==> config.mk <==
export PLATFORM = sky130hd
export DESIGN_NAME = adc_scan_sched
export DESIGN_NICKNAME = d
export VERILOG_FILES = /design/src/rtl/adc_pkg.sv /design/src/rtl/adc_next_chan.sv /design/src/rtl/adc_scan_sched.sv
export SDC_FILE = /design/constraint.sdc
export NUM_CORES = 1
export LEC_CHECK = 0
export ABC_AREA = 1
export CORE_UTILIZATION = 25
export DETAILED_ROUTE_END_ITERATION = 10
export GPL_ROUTABILITY_DRIVEN = 0
export PLACE_DENSITY = 0.53
export SLEW_MARGIN = 20
export SYNTH_ARGS = -nofsm -noshare
export SYNTH_HDL_FRONTEND = slang
export SYNTH_SLANG_ARGS = --single-unit
==> constraint.sdc <==
create_clock -name clk_in -period 7.75 [get_ports clk_in]
set_input_delay 1.55 -clock clk_in [delete_from_list [all_inputs] [get_ports clk_in]]
set_output_delay 1.55 -clock clk_in [all_outputs]
set_load 0.03 [all_outputs]
==> src/rtl/adc_pkg.sv <==
// adc_pkg
//   Shared definitions for the PCF8591 scan scheduler slice.
//   - FSM state encoding (plain logic constants so older tools can read them)
//   - PCF8591 control-byte field positions
//   - CHAN_NONE marker used to force a dummy read after a channel switch
//   - ctrl_byte(): builds the control byte for a single-channel read
package adc_pkg;

    typedef logic [2:0] state_t;

    localparam state_t ST_IDLE      = 3'd0;
    localparam state_t ST_WAIT_TICK = 3'd1;
    localparam state_t ST_ISSUE     = 3'd2;
    localparam state_t ST_WAIT_DONE = 3'd3;
    localparam state_t ST_EVAL      = 3'd4;

    // PCF8591 control byte fields
    localparam int CTRL_AUTOINC_BIT = 2;
    localparam int CTRL_AOUT_EN_BIT = 6;

    // Out-of-range channel code: never equal to a real channel
    localparam logic [2:0] CHAN_NONE = 3'b100;

    // Single-channel read, no auto-increment, analog output disabled
    function automatic logic [7:0] ctrl_byte(input logic [1:0] chan);
        logic [7:0] b;
        b                   = 8'h00;
        b[1:0]              = chan;
        b[CTRL_AUTOINC_BIT] = 1'b0;
        b[CTRL_AOUT_EN_BIT] = 1'b0;
        return b;
    endfunction

endpackage

==> src/rtl/adc_next_chan.sv <==
// adc_next_chan
//   Combinational cyclic priority picker. Returns the first set mask bit
//   strictly after cur_chan, wrapping 3->0. cur_chan itself is the last
//   candidate, so a single-bit mask always reselects the same channel.
// Ports:
//   mask      in  4  channel enable mask
//   cur_chan  in  2  channel used in the previous slot
//   next_chan out 2  selected channel (cur_chan when nothing found)
//   found     out 1  at least one mask bit set
module adc_next_chan (
    input  logic [3:0] mask,
    input  logic [1:0] cur_chan,
    output logic [1:0] next_chan,
    output logic       found
);

    logic [1:0] idx;

    // Walk offsets from farthest to nearest so the nearest hit wins.
    always_comb begin
        next_chan = cur_chan;
        found     = 1'b0;
        idx       = 2'd0;
        for (int k = 4; k >= 1; k--) begin
            idx = cur_chan + 2'(k);
            if (mask[idx]) begin
                next_chan = idx;
                found     = 1'b1;
            end
        end
    end

endmodule

==> src/rtl/adc_scan_sched.sv <==
// adc_scan_sched
//   Sequences the PCF8591 I2C transaction engine round-robin across the
//   enabled ADC inputs, one conversion slot per interval tick. A PCF8591
//   read returns the previous conversion, so after every channel change the
//   first byte is thrown away and the read repeated. Failed transactions are
//   retried up to MAX_RETRY times before the channel is skipped for the slot.
// Ports:
//   clk_in, rst_in           clock, async active-high reset
//   enable_in, chan_mask_in  scan enable and channel mask (bit n = AIN n)
//   xfer_req_out/ctrl_out    request level and control byte to the engine
//   xfer_done_in/data_in     completion pulse with read byte
//   xfer_err_in              NACK/abort pulse
//   sample_valid/chan/data   fresh sample publication
//   ch_data_out              last fresh sample per channel, ch n at [8n+7:8n]
//   err_flags_out            sticky per-channel skip flags
//   busy_out                 scheduler not idle
module adc_scan_sched
    import adc_pkg::*;
#(
    parameter logic [15:0] INTERVAL  = 16'd50000,
    parameter logic [19:0] TIMEOUT   = 20'd500000,
    parameter int          MAX_RETRY = 2
) (
    input  logic        clk_in,
    input  logic        rst_in,
    input  logic        enable_in,
    input  logic [3:0]  chan_mask_in,
    output logic        xfer_req_out,
    output logic [7:0]  xfer_ctrl_out,
    input  logic        xfer_done_in,
    input  logic [7:0]  xfer_data_in,
    input  logic        xfer_err_in,
    output logic        sample_valid_out,
    output logic [1:0]  sample_chan_out,
    output logic [7:0]  sample_data_out,
    output logic [31:0] ch_data_out,
    output logic [3:0]  err_flags_out,
    output logic        busy_out
);

    localparam int RW = (MAX_RETRY > 0) ? $clog2(MAX_RETRY + 1) : 1;

    state_t          state;
    logic [15:0]     ival_cnt;
    logic [19:0]     tmo_cnt;
    logic [RW-1:0]   retry;
    logic [1:0]      cur_chan;
    logic [2:0]      last_chan;
    logic            xfer_ok;
    logic [7:0]      xfer_byte;
    logic            tick;
    logic [1:0]      next_chan;
    logic            found;

    adc_next_chan u_next_chan (
        .mask      (chan_mask_in),
        .cur_chan  (cur_chan),
        .next_chan (next_chan),
        .found     (found)
    );

    assign tick     = (ival_cnt == INTERVAL - 16'd1);
    assign busy_out = (state != ST_IDLE);

    // Free-running slot pacing counter; a tick that lands while a slot is
    // still in progress is simply missed and the next one is used.
    always_ff @(posedge clk_in or posedge rst_in) begin
        if (rst_in) begin
            ival_cnt <= '0;
        end else if (tick) begin
            ival_cnt <= '0;
        end else begin
            ival_cnt <= ival_cnt + 16'd1;
        end
    end

    // Scheduler FSM. cur_chan resets to 3 so the first selection starts
    // the search at AIN0.
    always_ff @(posedge clk_in or posedge rst_in) begin
        if (rst_in) begin
            state            <= ST_IDLE;
            tmo_cnt          <= '0;
            retry            <= '0;
            cur_chan         <= 2'd3;
            last_chan        <= CHAN_NONE;
            xfer_ok          <= 1'b0;
            xfer_byte        <= 8'h00;
            xfer_req_out     <= 1'b0;
            xfer_ctrl_out    <= 8'h00;
            sample_valid_out <= 1'b0;
            sample_chan_out  <= 2'd0;
            sample_data_out  <= 8'h00;
            ch_data_out      <= '0;
            err_flags_out    <= '0;
        end else begin
            sample_valid_out <= 1'b0;
            case (state)
                ST_IDLE: begin
                    if (enable_in && (chan_mask_in != 4'd0)) begin
                        state <= ST_WAIT_TICK;
                    end
                end
                ST_WAIT_TICK: begin
                    if (tick) begin
                        if (enable_in && found) begin
                            cur_chan <= next_chan;
                            state    <= ST_ISSUE;
                        end else begin
                            state <= ST_IDLE;
                        end
                    end
                end
                ST_ISSUE: begin
                    xfer_ctrl_out <= ctrl_byte(cur_chan);
                    xfer_req_out  <= 1'b1;
                    tmo_cnt       <= '0;
                    state         <= ST_WAIT_DONE;
                end
                ST_WAIT_DONE: begin
                    // err takes precedence when both pulses coincide
                    if (xfer_err_in || xfer_done_in || (tmo_cnt == TIMEOUT - 20'd1)) begin
                        xfer_req_out <= 1'b0;
                        xfer_ok      <= xfer_done_in && !xfer_err_in;
                        xfer_byte    <= xfer_data_in;
                        state        <= ST_EVAL;
                    end else begin
                        tmo_cnt <= tmo_cnt + 20'd1;
                    end
                end
                ST_EVAL: begin
                    if (xfer_ok) begin
                        if ({1'b0, cur_chan} != last_chan) begin
                            // stale byte from the previous channel: reread
                            last_chan <= {1'b0, cur_chan};
                            state     <= ST_ISSUE;
                        end else begin
                            sample_valid_out              <= 1'b1;
                            sample_chan_out               <= cur_chan;
                            sample_data_out               <= xfer_byte;
                            ch_data_out[8*cur_chan +: 8]  <= xfer_byte;
                            err_flags_out[cur_chan]       <= 1'b0;
                            retry                         <= '0;
                            state                         <= ST_WAIT_TICK;
                        end
                    end else begin
                        // engine state unknown after a failure: force a dummy read
                        last_chan <= CHAN_NONE;
                        if (retry < RW'(MAX_RETRY)) begin
                            retry <= retry + 1'b1;
                            state <= ST_ISSUE;
                        end else begin
                            err_flags_out[cur_chan] <= 1'b1;
                            retry                   <= '0;
                            state                   <= ST_WAIT_TICK;
                        end
                    end
                end
                default: state <= ST_IDLE;
            endcase
        end
    end

endmodule

==> flow_metrics.py <==
metrics = {
    "timing": {
        "unrepaired_setup_endpoints_after_global_routing": "no",
        "layout_worst_path_cycle_share_pct": 42.6,
        "timing.final.hold_violations": 0,
        "worst_pin_slew_ns": 0.955,
        "timing.final.max_slew_violations": 0,
        "clock_skew_ns": 0.0134,
        "timing.fmax_ghz": 0.303,
        "clock_period_minus_final_worst_setup_slack_ns": 3.31,
        "max-slew-margin-rel_pct": 36.4,
        "setup_violations": 0,
        "timing.setup.tns_ns": 0,
    },
    "final_layout": {
        "layout_common_cells": "sky130_fd_sc_hd__nand2_1 (255), sky130_fd_sc_hd__dfrtp_1 (102), sky130_fd_sc_hd__nor2_1 (84), sky130_fd_sc_hd__clkdlybuf4s50_1 (67), sky130_fd_sc_hd__nand3_1 (65)",
        "layout.cells.most_common": "sky130_fd_sc_hd__nand2_1",
        "post_route_cells_drive_above_1_share_pct": 5.10,
        "finish.utilization_pct": 31.5,
        "multi_input_comb_area_um2": 2460,
        "post_layout_nonfiller_instances": 1059,
        "fillCellCount": 2241,
        "ant_diodes": 0,
        "area_growth_pct": 22.7,
        "final-seq-area_um2": 2630,
        "design.final.nets": 806,
    },
    "floorplanning": {
        "overall_die_area_um2": 22300,
        "dieHeight_um": 149,
        "floorplan.io_pins": 74,
        "initial_utilization_pct": 25.6,
        "dieWidth_um": 149,
        "number_of_rows_created_at_floorplan": 53,
        "core_um2": 21200,
    },
    "placement": {
        "portBuffers": 67,
        "dpl.cell_count": 1043,
        "hpwl_after_detailed_placement_mm": 10.0,
    },
    "clock_tree": {
        "cts_tree": "built",
        "h-tree-depth": 3,
        "hold_buffers": 0,
        "clockBufferDepth": 2,
        "cts-root-buf": "sky130_fd_sc_hd__clkbuf_16",
        "post-cts-setup-buffer-count": 0,
        "clock_latency_ns": 0.36,
        "cts_resized": 0,
        "worst_setup_hold_path_clk_slew_ns": 0.08,
        "cts-buffers-inserted": 9,
        "numClockSinks": 105,
    },
    "worst_setup_path": {
        "critPathSlowestCell": "sky130_fd_sc_hd__clkdlybuf4s50_1",
        "critPathRequiredTime_ns": 6.20,
        "path_max_fanout": 3,
        "critical_path.max_stage_delay_ns": 0.70,
        "worst_setup_path_start_kind": "flop",
        "critical-path-top-delay-family": "buffers and inverters",
        "worstPathCellList": "inv_1, nand2_1, clkdlybuf4s50_1",
        "timing.critical_path.buf_inv": 2,
        "crit_type": "flop to output pin",
        "critical_path.endpoint_type": "output pin",
        "worst_ep_arrival_time_ns": 1.76,
    },
    "power_and_ir_drop": {
        "p_per_area_nw_per_um2": 227,
        "peakVddDrop_uv": 93.0,
        "post-layout-total-power_mw": 1.51,
        "leak_pwr_nw": 3.14,
    },
    "detailed_routing": {
        "vias_per_cell": 4.37,
        "postRouteWirelength_mm": 13.7,
        "detail_route.iter0.violations": 346,
        "postRouteAntennaNets": 0,
        "drt_pre_antenna_iters": 4,
        "via_count": 4626,
        "detail_route.wl_per_cell_um": 13.0,
        "drc_violations": 0,
    },
    "logic_synthesis": {
        "synth_cell_types": 38,
        "synth_area_per_cell_um2": 7.59,
        "synth_top_area_cell": "sky130_fd_sc_hd__dfrtp_1",
        "primary_flip_flop_cell_chosen_by_synthesis_mapping": "sky130_fd_sc_hd__dfrtp_1",
        "synth-edff-count": 0,
        "synthesis.instances": 715,
        "synth_seq_area_share_pct": 48.5,
        "synthesis.area_um2": 5430,
        "yosysWarnings": 0,
        "ys_async_sr_fraction_pct": 100,
        "top_cells_by_area_in_the_synthesized_netlist": "sky130_fd_sc_hd__dfrtp_1 (47%), sky130_fd_sc_hd__nand2_1 (18%), sky130_fd_sc_hd__nand3_1 (6.0%), sky130_fd_sc_hd__nor2_1 (5.8%), sky130_fd_sc_hd__o21ai_0 (4.1%)",
        "synth-seq-cells": 105,
        "synth_largest_type_area_fraction_pct": 47.0,
    },
    "status": {
        "outcome": "finished, final reports clean",
    },
    "global_routing": {
        "grt.total_usage_pct": 13.0,
        "grt_first_pass_wirelength_mm": 23.0,
        "grt_max_degree": 75,
        "number_of_antenna_violations_at_the_first_check_in_global_routing": 0,
        "grt_pass1_vias": 4346,
        "globalRouteOverflowTotal": 0,
    },
    "hold_path": {
        "hp-class": "flop to flop",
    },
    "job": {
        "maxCapViolations": 0,
    },
}
[final cells by class]
| cell class | count | share of cell area (%) |
|---|---|---|
| Multi-Input combinational cell | 531 | 37.0 |
| Inverter | 64 | 3.67 |
| Clock inverter | 7 | 1.05 |
| Timing Repair Buffer | 68 | 10.2 |
| Sequential cell | 105 | 39.5 |
| Clock buffer | 9 | 3.38 |
| Tap cell | 275 | 5.17 |
[metal layers]
metal  global-route usage (%)  share of wire [%]
met1                     19.8                 52
met2                     18.8                 44
met3                     2.11                2.9
met4                     3.57                1.0
met5                        0                  0
[cells in the mapped netlist (3+ instances only)]
cell type,number
sky130_fd_sc_hd__xor2_1,13
sky130_fd_sc_hd__ha_1,10
sky130_fd_sc_hd__nand2_1,255
sky130_fd_sc_hd__a21oi_1,7
sky130_fd_sc_hd__dfrtp_1,102
sky130_fd_sc_hd__o21ai_0,44
sky130_fd_sc_hd__buf_4,6
sky130_fd_sc_hd__nor3_1,5
sky130_fd_sc_hd__buf_2,6
sky130_fd_sc_hd__clkbuf_1,7
sky130_fd_sc_hd__inv_2,3
sky130_fd_sc_hd__nand3_1,65
sky130_fd_sc_hd__clkinv_1,4
sky130_fd_sc_hd__inv_1,56
sky130_fd_sc_hd__nor2_1,84
sky130_fd_sc_hd__nand4_1,9
sky130_fd_sc_hd__o21ai_1,8
sky130_fd_sc_hd__dfstp_2,3
[per-stage QoR]
stage	hold WS, ns	area, um2	setup WS (ns)
floorplan	0.433	5440	3.44
global placement	0.457	6360	4.37
detailed placement	0.459	6360	4.32
CTS	0.469	6650	4.39
global route	0.501	6660	4.36
finish	0.467	6660	4.44
[report_power, final]
group / total (mW) / internal [mW] / leakage [nW] / switching, mW
Clock: 0.461 / 0.229 / 0.144 / 0.232
Sequential: 0.688 / 0.616 / 1.42 / 0.0728
Combinational: 0.358 / 0.121 / 1.58 / 0.238
[registers in the layout, indices dropped and copies added (netlist names), named ones only]
register / count
ch_data_out: 32
cur_chan: 2
ival_cnt: 16
last_chan: 3
retry: 2
sample_chan_out: 2
sample_data_out: 8
sample_valid_out: 1
state: 3
tmo_cnt: 20
xfer_byte: 8
xfer_ctrl_out: 2
xfer_ok: 1
xfer_req_out: 1
[worst register-to-register path, stage by stage, from the launching register on]
cell                       delay [ns]
sky130_fd_sc_hd__dfstp_2         0.75
sky130_fd_sc_hd__inv_2           0.20
sky130_fd_sc_hd__ha_1            0.55
sky130_fd_sc_hd__clkinv_1        0.33
sky130_fd_sc_hd__nor2_1          0.28
sky130_fd_sc_hd__nand2_1         0.15
sky130_fd_sc_hd__nor2_4          0.23
sky130_fd_sc_hd__nand2_1         0.08
sky130_fd_sc_hd__nand2_1         0.07
[cell families after synthesis]
kind of cell,after synthesis,synth area share [%]
DFF,105,48.5
other,1,0.0691
AOI/OAI and AO/OA,66,6.37
and+or+nand+nor,434,33.8
buffers and inverters,84,6.53
adders and majority gates,10,2.31
xor gates and xnor gates,15,2.42
[worst paths after layout]
path	endpoint	from	slack [ns]	cells past startpoint
max reg2reg	ch_data_out[17]$_DFFE_PP0P_	cur_chan[0]$_DFFE_PP1P_	5.06	8
min	ival_cnt[0]$_DFF_PP0_	ival_cnt[0]$_DFF_PP0_	0.47	1
max	busy_out	state[2]$_DFFE_PP0P_	4.44	3
min reg2reg	ival_cnt[0]$_DFF_PP0_	ival_cnt[0]$_DFF_PP0_	0.47	1
min in group asynchronous	ival_cnt[6]$_DFF_PP0_	rst_in	1.54	2
max in group asynchronous	ch_data_out[16]$_DFFE_PP0P_	rst_in	4.93	3
No activity file was read; power rests on OpenSTA's default activity.
